===== config.mk =====
export PLATFORM = sky130hd
export DESIGN_NAME = button_conditioner
export DESIGN_NICKNAME = d
export VERILOG_FILES = /design/src/rtl/button_conditioner.sv
export SDC_FILE = /design/constraint.sdc
export NUM_CORES = 1
export LEC_CHECK = 0
export BUFFER_PORTS_ARGS = -buffer_cell sky130_fd_sc_hd__buf_4
export CORE_ASPECT_RATIO = 1.1
export CORE_MARGIN = 3
export CORE_UTILIZATION = 60
export CTS_BUF_LIST = sky130_fd_sc_hd__clkbuf_8 sky130_fd_sc_hd__clkbuf_16
export CTS_CLUSTER_DIAMETER = 200
export CTS_CLUSTER_SIZE = 12
export DETAILED_ROUTE_END_ITERATION = 16
export PLACE_DENSITY_LB_ADDON = 0.12
export SLEW_MARGIN = 10
export SYNTH_ARGS = -nofsm -noshare
export SYNTH_HDL_FRONTEND = slang
export SYNTH_SLANG_ARGS = --single-unit
export TNS_END_PERCENT = 100

===== constraint.sdc =====
create_clock -name clk -period 3.67 [get_ports clk]
set_input_delay 0.367 -clock clk [delete_from_list [all_inputs] [get_ports clk]]
set_output_delay 0.367 -clock clk [all_outputs]
set_load 0.1 [all_outputs]

===== src/rtl/button_conditioner.sv =====
// Four-button conditioner. Each raw active-low button goes through a two-flop
// synchronizer and its own debounce counter. A registered edge stage then
// produces the debounced level plus press, release and auto-repeat pulses.
module button_conditioner #(
    parameter int DEBOUNCE_CYCLES = 1000000,
    parameter int REPEAT_DELAY    = 20000000,
    parameter int REPEAT_PERIOD   = 5000000
) (
    input  logic       clk,
    input  logic       reset,
    input  logic       btn_A,
    input  logic       btn_B,
    input  logic       btn_C,
    input  logic       btn_D,
    output logic [3:0] pressed,
    output logic [3:0] press_pulse,
    output logic [3:0] release_pulse,
    output logic [3:0] repeat_pulse,
    output logic       any_press
);

    // Debounce count runs 0..DEBOUNCE_CYCLES-1 only, so it cannot wrap.
    localparam int CW   = $clog2(DEBOUNCE_CYCLES + 1);
    localparam int HMAX = (REPEAT_DELAY > REPEAT_PERIOD) ? REPEAT_DELAY : REPEAT_PERIOD;
    localparam int HW   = $clog2(HMAX + 1);

    localparam logic [CW-1:0] C_LAST      = CW'(DEBOUNCE_CYCLES - 1);
    localparam logic [HW-1:0] DELAY_LAST  = HW'(REPEAT_DELAY - 1);
    localparam logic [HW-1:0] PERIOD_LAST = HW'(REPEAT_PERIOD - 1);

    // Auto-repeat phase: released, waiting for the first repeat, periodic repeat.
    typedef enum logic [1:0] {
        HOLD_IDLE,
        HOLD_DELAY,
        HOLD_PERIOD
    } hold_state_e;

    logic [3:0] raw_n;
    logic [3:0] sync1_q;
    logic [3:0] sync2_q;

    assign raw_n = {btn_D, btn_C, btn_B, btn_A};

    // Two-flop synchronizer; reset value 1 means "released" for active-low buttons.
    always_ff @(posedge clk) begin
        if (reset) begin
            sync1_q <= 4'hF;
            sync2_q <= 4'hF;
        end else begin
            sync1_q <= raw_n;
            sync2_q <= sync1_q;
        end
    end

    generate
        for (genvar gi = 0; gi < 4; gi++) begin : g_ch
            logic          sample;
            logic          s_q;
            logic          s_d;
            logic [CW-1:0] c_q;
            logic [CW-1:0] c_d;

            hold_state_e   state_q;
            logic [HW-1:0] h_q;
            logic          pressed_q;
            logic          press_q;
            logic          release_q;
            logic          repeat_q;

            // Stable state is kept active-high (1 = pressed).
            assign sample = ~sync2_q[gi];

            // Debounce: count consecutive samples that disagree with S, flip S on the last one.
            always_comb begin
                s_d = s_q;
                c_d = c_q;
                if (sample == s_q) begin
                    c_d = '0;
                end else if (c_q == C_LAST) begin
                    s_d = ~s_q;
                    c_d = '0;
                end else begin
                    c_d = c_q + 1'b1;
                end
            end

            // Debounce state registers.
            always_ff @(posedge clk) begin
                if (reset) begin
                    s_q <= 1'b0;
                    c_q <= '0;
                end else begin
                    s_q <= s_d;
                    c_q <= c_d;
                end
            end

            // Edge and auto-repeat FSM; level and pulses update on the same edge.
            always_ff @(posedge clk) begin
                if (reset) begin
                    state_q   <= HOLD_IDLE;
                    h_q       <= '0;
                    pressed_q <= 1'b0;
                    press_q   <= 1'b0;
                    release_q <= 1'b0;
                    repeat_q  <= 1'b0;
                end else begin
                    pressed_q <= s_q;
                    press_q   <= s_q & ~pressed_q;
                    release_q <= ~s_q & pressed_q;
                    repeat_q  <= 1'b0;
                    case (state_q)
                        HOLD_IDLE: begin
                            h_q <= '0;
                            if (s_q) begin
                                state_q  <= HOLD_DELAY;
                                repeat_q <= 1'b1;
                            end
                        end
                        HOLD_DELAY: begin
                            if (!s_q) begin
                                state_q <= HOLD_IDLE;
                                h_q     <= '0;
                            end else if (h_q == DELAY_LAST) begin
                                state_q  <= HOLD_PERIOD;
                                h_q      <= '0;
                                repeat_q <= 1'b1;
                            end else begin
                                h_q <= h_q + 1'b1;
                            end
                        end
                        HOLD_PERIOD: begin
                            if (!s_q) begin
                                state_q <= HOLD_IDLE;
                                h_q     <= '0;
                            end else if (h_q == PERIOD_LAST) begin
                                h_q      <= '0;
                                repeat_q <= 1'b1;
                            end else begin
                                h_q <= h_q + 1'b1;
                            end
                        end
                        default: begin
                            state_q <= HOLD_IDLE;
                            h_q     <= '0;
                        end
                    endcase
                end
            end

            assign pressed[gi]       = pressed_q;
            assign press_pulse[gi]   = press_q;
            assign release_pulse[gi] = release_q;
            assign repeat_pulse[gi]  = repeat_q;
        end
    endgenerate

    assign any_press = |press_pulse;

endmodule


=== Word-level counts from Yosys, hierarchy flattened ===
Cells that the tools add are included.

* $add $sub $neg: 8
* Equal/unequal tests: 36
* Muxes and demuxes: 64
* Bitwise gates (word level): 24
* Reduce and logical (&&, ||, !) cells: 17

{| class="wikitable"
|+ Operator list
! kind !! count
|-
| two-way mux 25 bit || 16
|-
| case mux 25 bit (2 select lines) || 4
|-
| adder 25 x 1 -> 25 bit (second input constant) || 4
|-
| equality test 25 x 23 -> 1 bit (second input constant) || 4
|-
| equality test 25 bit (second input constant) || 4
|-
| adder 20 x 1 -> 20 bit (second input constant) || 4
|-
| equality test 20 bit (second input constant) || 4
|-
| two-way mux 2 bit || 16
|-
| case mux 2 bit (3 select lines) || 4
|-
| two-way mux 1 bit || 20
|-
| != test 2 bit (second input constant) || 8
|-
| NOT 1 bit || 16
|-
| != test 3 bit (second input constant) || 4
|-
| case mux 1 bit (3 select lines) || 4
|-
| AND reduction 3 bit || 4
|-
| OR reduction 3 bit || 4
|-
| AND 1 bit || 8
|-
| equality test 2 x 1 -> 1 bit (second input constant) || 4
|-
| equality test 2 bit (second input constant) || 4
|-
| zero test 2 bit || 4
|-
| AND reduction 2 bit || 4
|-
| equality test 1 bit || 4
|-
| OR reduction 4 bit || 1
|}

* Flip-flop bits (word level): 216
* Input bits: 6
* Output and inout bits: 17
* Word-level logic and storage cells: 183

=== Logic depth before layout (Yosys ltp) ===
* Depth in word-level cells: 4
* Depth in mapped cells: 8
* Gate-level depth less buffers: 6

=== Worst setup path after synthesis ===
No wires, ideal clock.

* Kind: reg2reg
* From: register g_ch[3].h_q[0]
* To: register g_ch[3].h_q[6]
* Setup time: 0.115 ns
* Arrival time: 1.859 ns
* Data required time: 3.555 ns
* Path slack: 1.696 ns
* Cell stages (with the launch flop): 9
* Buffers on the path: 2
* Period minus slack after synthesis: 1.974 ns
* Path through: dfxtp_1 -> ha_1 -> nand4_1 -> or2_1 -> clkbuf_1 -> o31a_1 -> o211ai_4 -> buf_8 -> nor2_2

* Longest elaborated chain between the ends: 4
* Elaborated cells between the ends (all ways): 8
* Classes of those cells: add/sub: 1; eq/ne: 2; mux: 5

{| class="wikitable"
|+ Ends and longest elaborated chain
! element !! RTL line !! RTL
|-
| start: declaration || 64 || <nowiki>logic [HW-1:0] h_q;</nowiki>
|-
| start signal: assignment || 129 || <nowiki>h_q <= h_q + 1'b1;</nowiki>
|-
| start signal: assignment || 140 || <nowiki>h_q <= h_q + 1'b1;</nowiki>
|-
| adder 25 x 1 -> 25 bit, or another cell as far along || 129, 140 ||
|-
| two-way mux 25 bit (on tied branches) || 136, 124 ||
|-
| two-way mux 25 bit (on tied branches) || 133, 121 ||
|-
| case mux 25 bit (2 select lines) * || 112 || <nowiki>case (state_q)</nowiki>
|}

Mark *: on every way between the ends. The rest lies on a longest branch, timed or not.
A chain may end at the register's enable or synchronous reset.

=== Worst setup path after layout ===
* From: register g_ch[2].h_q[0]
* To: register g_ch[2].h_q[8]

* Longest elaborated chain between the ends: 4
* Elaborated cells between the ends (all ways): 8
* Classes of those cells: add/sub: 1; eq/ne: 2; mux: 5

{| class="wikitable"
|+ Ends and longest elaborated chain
! element !! RTL line
|-
| start: declaration || 64
|-
| start signal: assignment || 129
|-
| start signal: assignment || 140
|-
| adder 25 x 1 -> 25 bit, or another cell as far along || 129, 140
|-
| two-way mux 25 bit (on tied branches) || 136, 124
|-
| two-way mux 25 bit (on tied branches) || 133, 121
|-
| case mux 25 bit (2 select lines) * || 112
|}

Marked as above.

==> results.yml <==
flow_run:
  maxCapViolations: 0
synthesis:
  yosysUniqueCellTypes: 54
  syn-instance-count: 1109
  avgSynthCellArea_um2: 8.79
  async_reset_ff_frac: 0
  synth_top_flop_cell: "dfxtp_1"
  yosysWarnings: 0
  yosysTopAreaCell: "dfxtp_1"
  yosysTopAreaCellShare: 0.444
  syn_area_mm2: 0.00974
  yosysSeqAreaShare: 0.444
  synth_area_leaders: "dfxtp_1 (44%), xor2_1 (9.9%), nor2_1 (8.1%), xnor2_1 (5.1%), nand4_1 (3.9%)"
  ys_ff_latch: 216
  synth_edf_count: 0
  synthesis.nets: 1139
final_layout:
  n_antenna_cell: 0
  fin_cells: 1307
  final_nets: 1139
  fin_area_mm2: 0.0104
  drive_above_1_share: 0.0623
  area_delta_synth_final_pct: 6.91
timing:
  maxSlewViolCount: 0
  tightestPinTransition_ns: 1.03
  fin_crit_sh: 0.671
  worst_hold_slack_ns: 0.0674
  rsz0062_at_grt: "false"
  hold_violations: 0
  fin_ws_ns: 1.21
  slew_headroom: 0.306
  setup_viol: 0
  min_period_ns: 2.46
  max_freq_ghz: 0.406
  setup-tns-final_ns: 0
  fin_worst_skew_ns: 0.00650
grt:
  grt-ovfl-total: 0
  antenna_found_initial: 0
  grt_max_degree: 29
  grtUsageTotal: 0.195
  grt_pass1_vias: 6884
  grt_pass1_wl_um: 30500
clock_tree:
  clk_pin_slew_worst_paths_ns: 0.06
  cts_tree: "done"
  numCtsBuffers: 21
  cts_setup_buffers: 0
  cts-resized-gates: 0
  clk_latency_ns: 0.48
  clock-sinks: 216
  clockBufferDepth: 3
  cts_hold_buf: 0
  root_buffer: "clkbuf_16"
  h-tree-depth: 1
floorplan:
  design.core.area_mm2: 0.0158
  die-width_um: 128
  die-area_mm2: 0.0178
  num_io_pins: 23
  die_h_um: 140
  initial_core_util: 0.617
  rows: 48
placement:
  hpwl_um: 11700
  port_buffers: 22
  placed_area_mm2: 0.00989
  gp_congestion: 0.821
  pre_cts_ws_ns: 1.20
  dp.cells: 1286
routing:
  routed_wl_um: 17300
  drtIter0Drc: 309
  ant_nets: 0
  drtPass1Iterations: 4
  wl_per_cell_um: 13.2
  dr_total_vias: 7240
  post_drt_via_cell_ratio: 5.54
  drc_errors: 0
worst_setup_path:
  timing.rr.start: "g_ch[2].h_q[0]"
  crit_type: "reg -> reg"
  arrival_ns: 2.80
  r2r_cells: 6
  start_kind: "flip-flop"
  critPathMaxFanout: 25
  crit_required_ns: 4.01
  startpoint: "g_ch[2].h_q[0]"
  crit_path_end_kind: "flip-flop"
status:
  status: "finished, final reports clean"
power_and_ir_drop:
  power_leakage_nw: 3.36
  pwr_density_cell_mw_per_mm2: 401
  vdd_ir_drop_max_uv: 306
worst_hold_path:
  holdPathStages: 2
  min-delay-start: "btn_C"
  min_path_type: "in -> reg"
-- stage by stage --
stage	utilization	total power, W
2_1_floorplan	-	0.00242
3_3_place_gp	0.626	0.00243
3_5_place_dp	0.626	0.00243
4_1_cts	0.659	0.00425
5_1_grt	0.659	0.00433
6_report	0.659	0.00418
-- cells by family after synthesis --
logic type | count (synthesis) | synth area share
XOR/XNOR | 167 | 0.150
AND/OR/NAND/NOR | 577 | 0.299
AO/OA/AOI/OAI | 41 | 0.0318
flip-flops | 216 | 0.444
buffers and inverters | 81 | 0.0414
multiplexers | 3 | 0.00321
adder cells (fa/ha/maj) | 24 | 0.0308
-- layout by cell type (no fill, tap or decap), drive strengths merged, types with 2 or more instances in the layout --
cell and instances:
dfxtp 216, or2 11, xor2 110, buf 22, a21o 3, or4b 2
nand4bb 4, nand3 68, clkbuf 21, nor2 221, inv 36, a21oi 4
nand2 77, and4 17, o21a 2, xnor2 57, nand4 61, and3 26
nor3b 8, nor3 21, nor4b 8, or4 4, o21ai 9, nor4 28
nor2b 3, nand4b 3, a211oi 5, ha 24, or3 7, a2111oi 2
a31oi 4, nor4bb 4, nand2b 2, a41oi 2, mux2i 2, and2 2
o211ai 3
-- worst max-delay path, cell delays in order (launching register included) --
cell and delay [ns]:
dfxtp_1 0.37, ha_1 0.21, and3_1 0.22, nand4_1 0.20, o41ai_2 0.50, a21o_1 0.69
nor2_1 0.12
-- metal layers --
layer	share of wire	vias up	track usage
met4	0.014	0	0.0452
met3	0.035	23	0.0326
met5	0	-	0
met1	0.49	3375	0.259
met2	0.47	68	0.333
li1	-	3774	-
-- synth_stat cells, types with 5 or more instances --
cell type / number
ha_1: 24
nor2_1: 211
nor2_2: 10
nor3_1: 21
nor4b_1: 8
and4_1: 17
nand3_1: 68
o21ai_0: 9
nor3b_1: 8
and3_1: 26
clkbuf_1: 19
dfxtp_1: 216
nand4_1: 61
nand2_1: 77
xor2_1: 110
or2_2: 10
xnor2_1: 57
inv_1: 36
buf_4: 20
nor4_1: 27
or3_1: 7
a211oi_1: 5
-- final cells by class --
class	instances	area, um2
multi-input combinational	812	5020
timing repair buffer	22	165
tap	200	250
inverter	36	135
clock buffer	21	526
sequential	216	4320
fill	1373	5380
-- path summary, 6_finish.rpt --
| kind | slack [ns] | endpoint |
|---|---|---|
| worst max-delay path | 1.21 | g_ch[2].h_q[8] |
| worst max register to register | 1.21 | g_ch[2].h_q[8] |
| worst min-delay path | 0.07 | sync1_q[2] |
| worst min register to register | 0.41 | sync2_q[2] |
-- registers in the layout, indices dropped and copies added, names as in the netlist --
register        cells
g_ch.c_q           80
g_ch.h_q          100
g_ch.press_q        4
g_ch.pressed_q      4
g_ch.release_q      4
g_ch.repeat_q       4
g_ch.s_q            4
g_ch.state_q        8
sync1_q             4
sync2_q             4
-- power breakdown --
part	internal [W]	total [W]	switching [W]
Sequential	0.00235	0.00235	0.00000350
Combinational	0.00000845	0.0000249	0.0000164
Clock	0.00100	0.00180	0.000798
Total	0.00336	0.00418	0.000818
No activity file was read; power rests on OpenSTA's default activity.
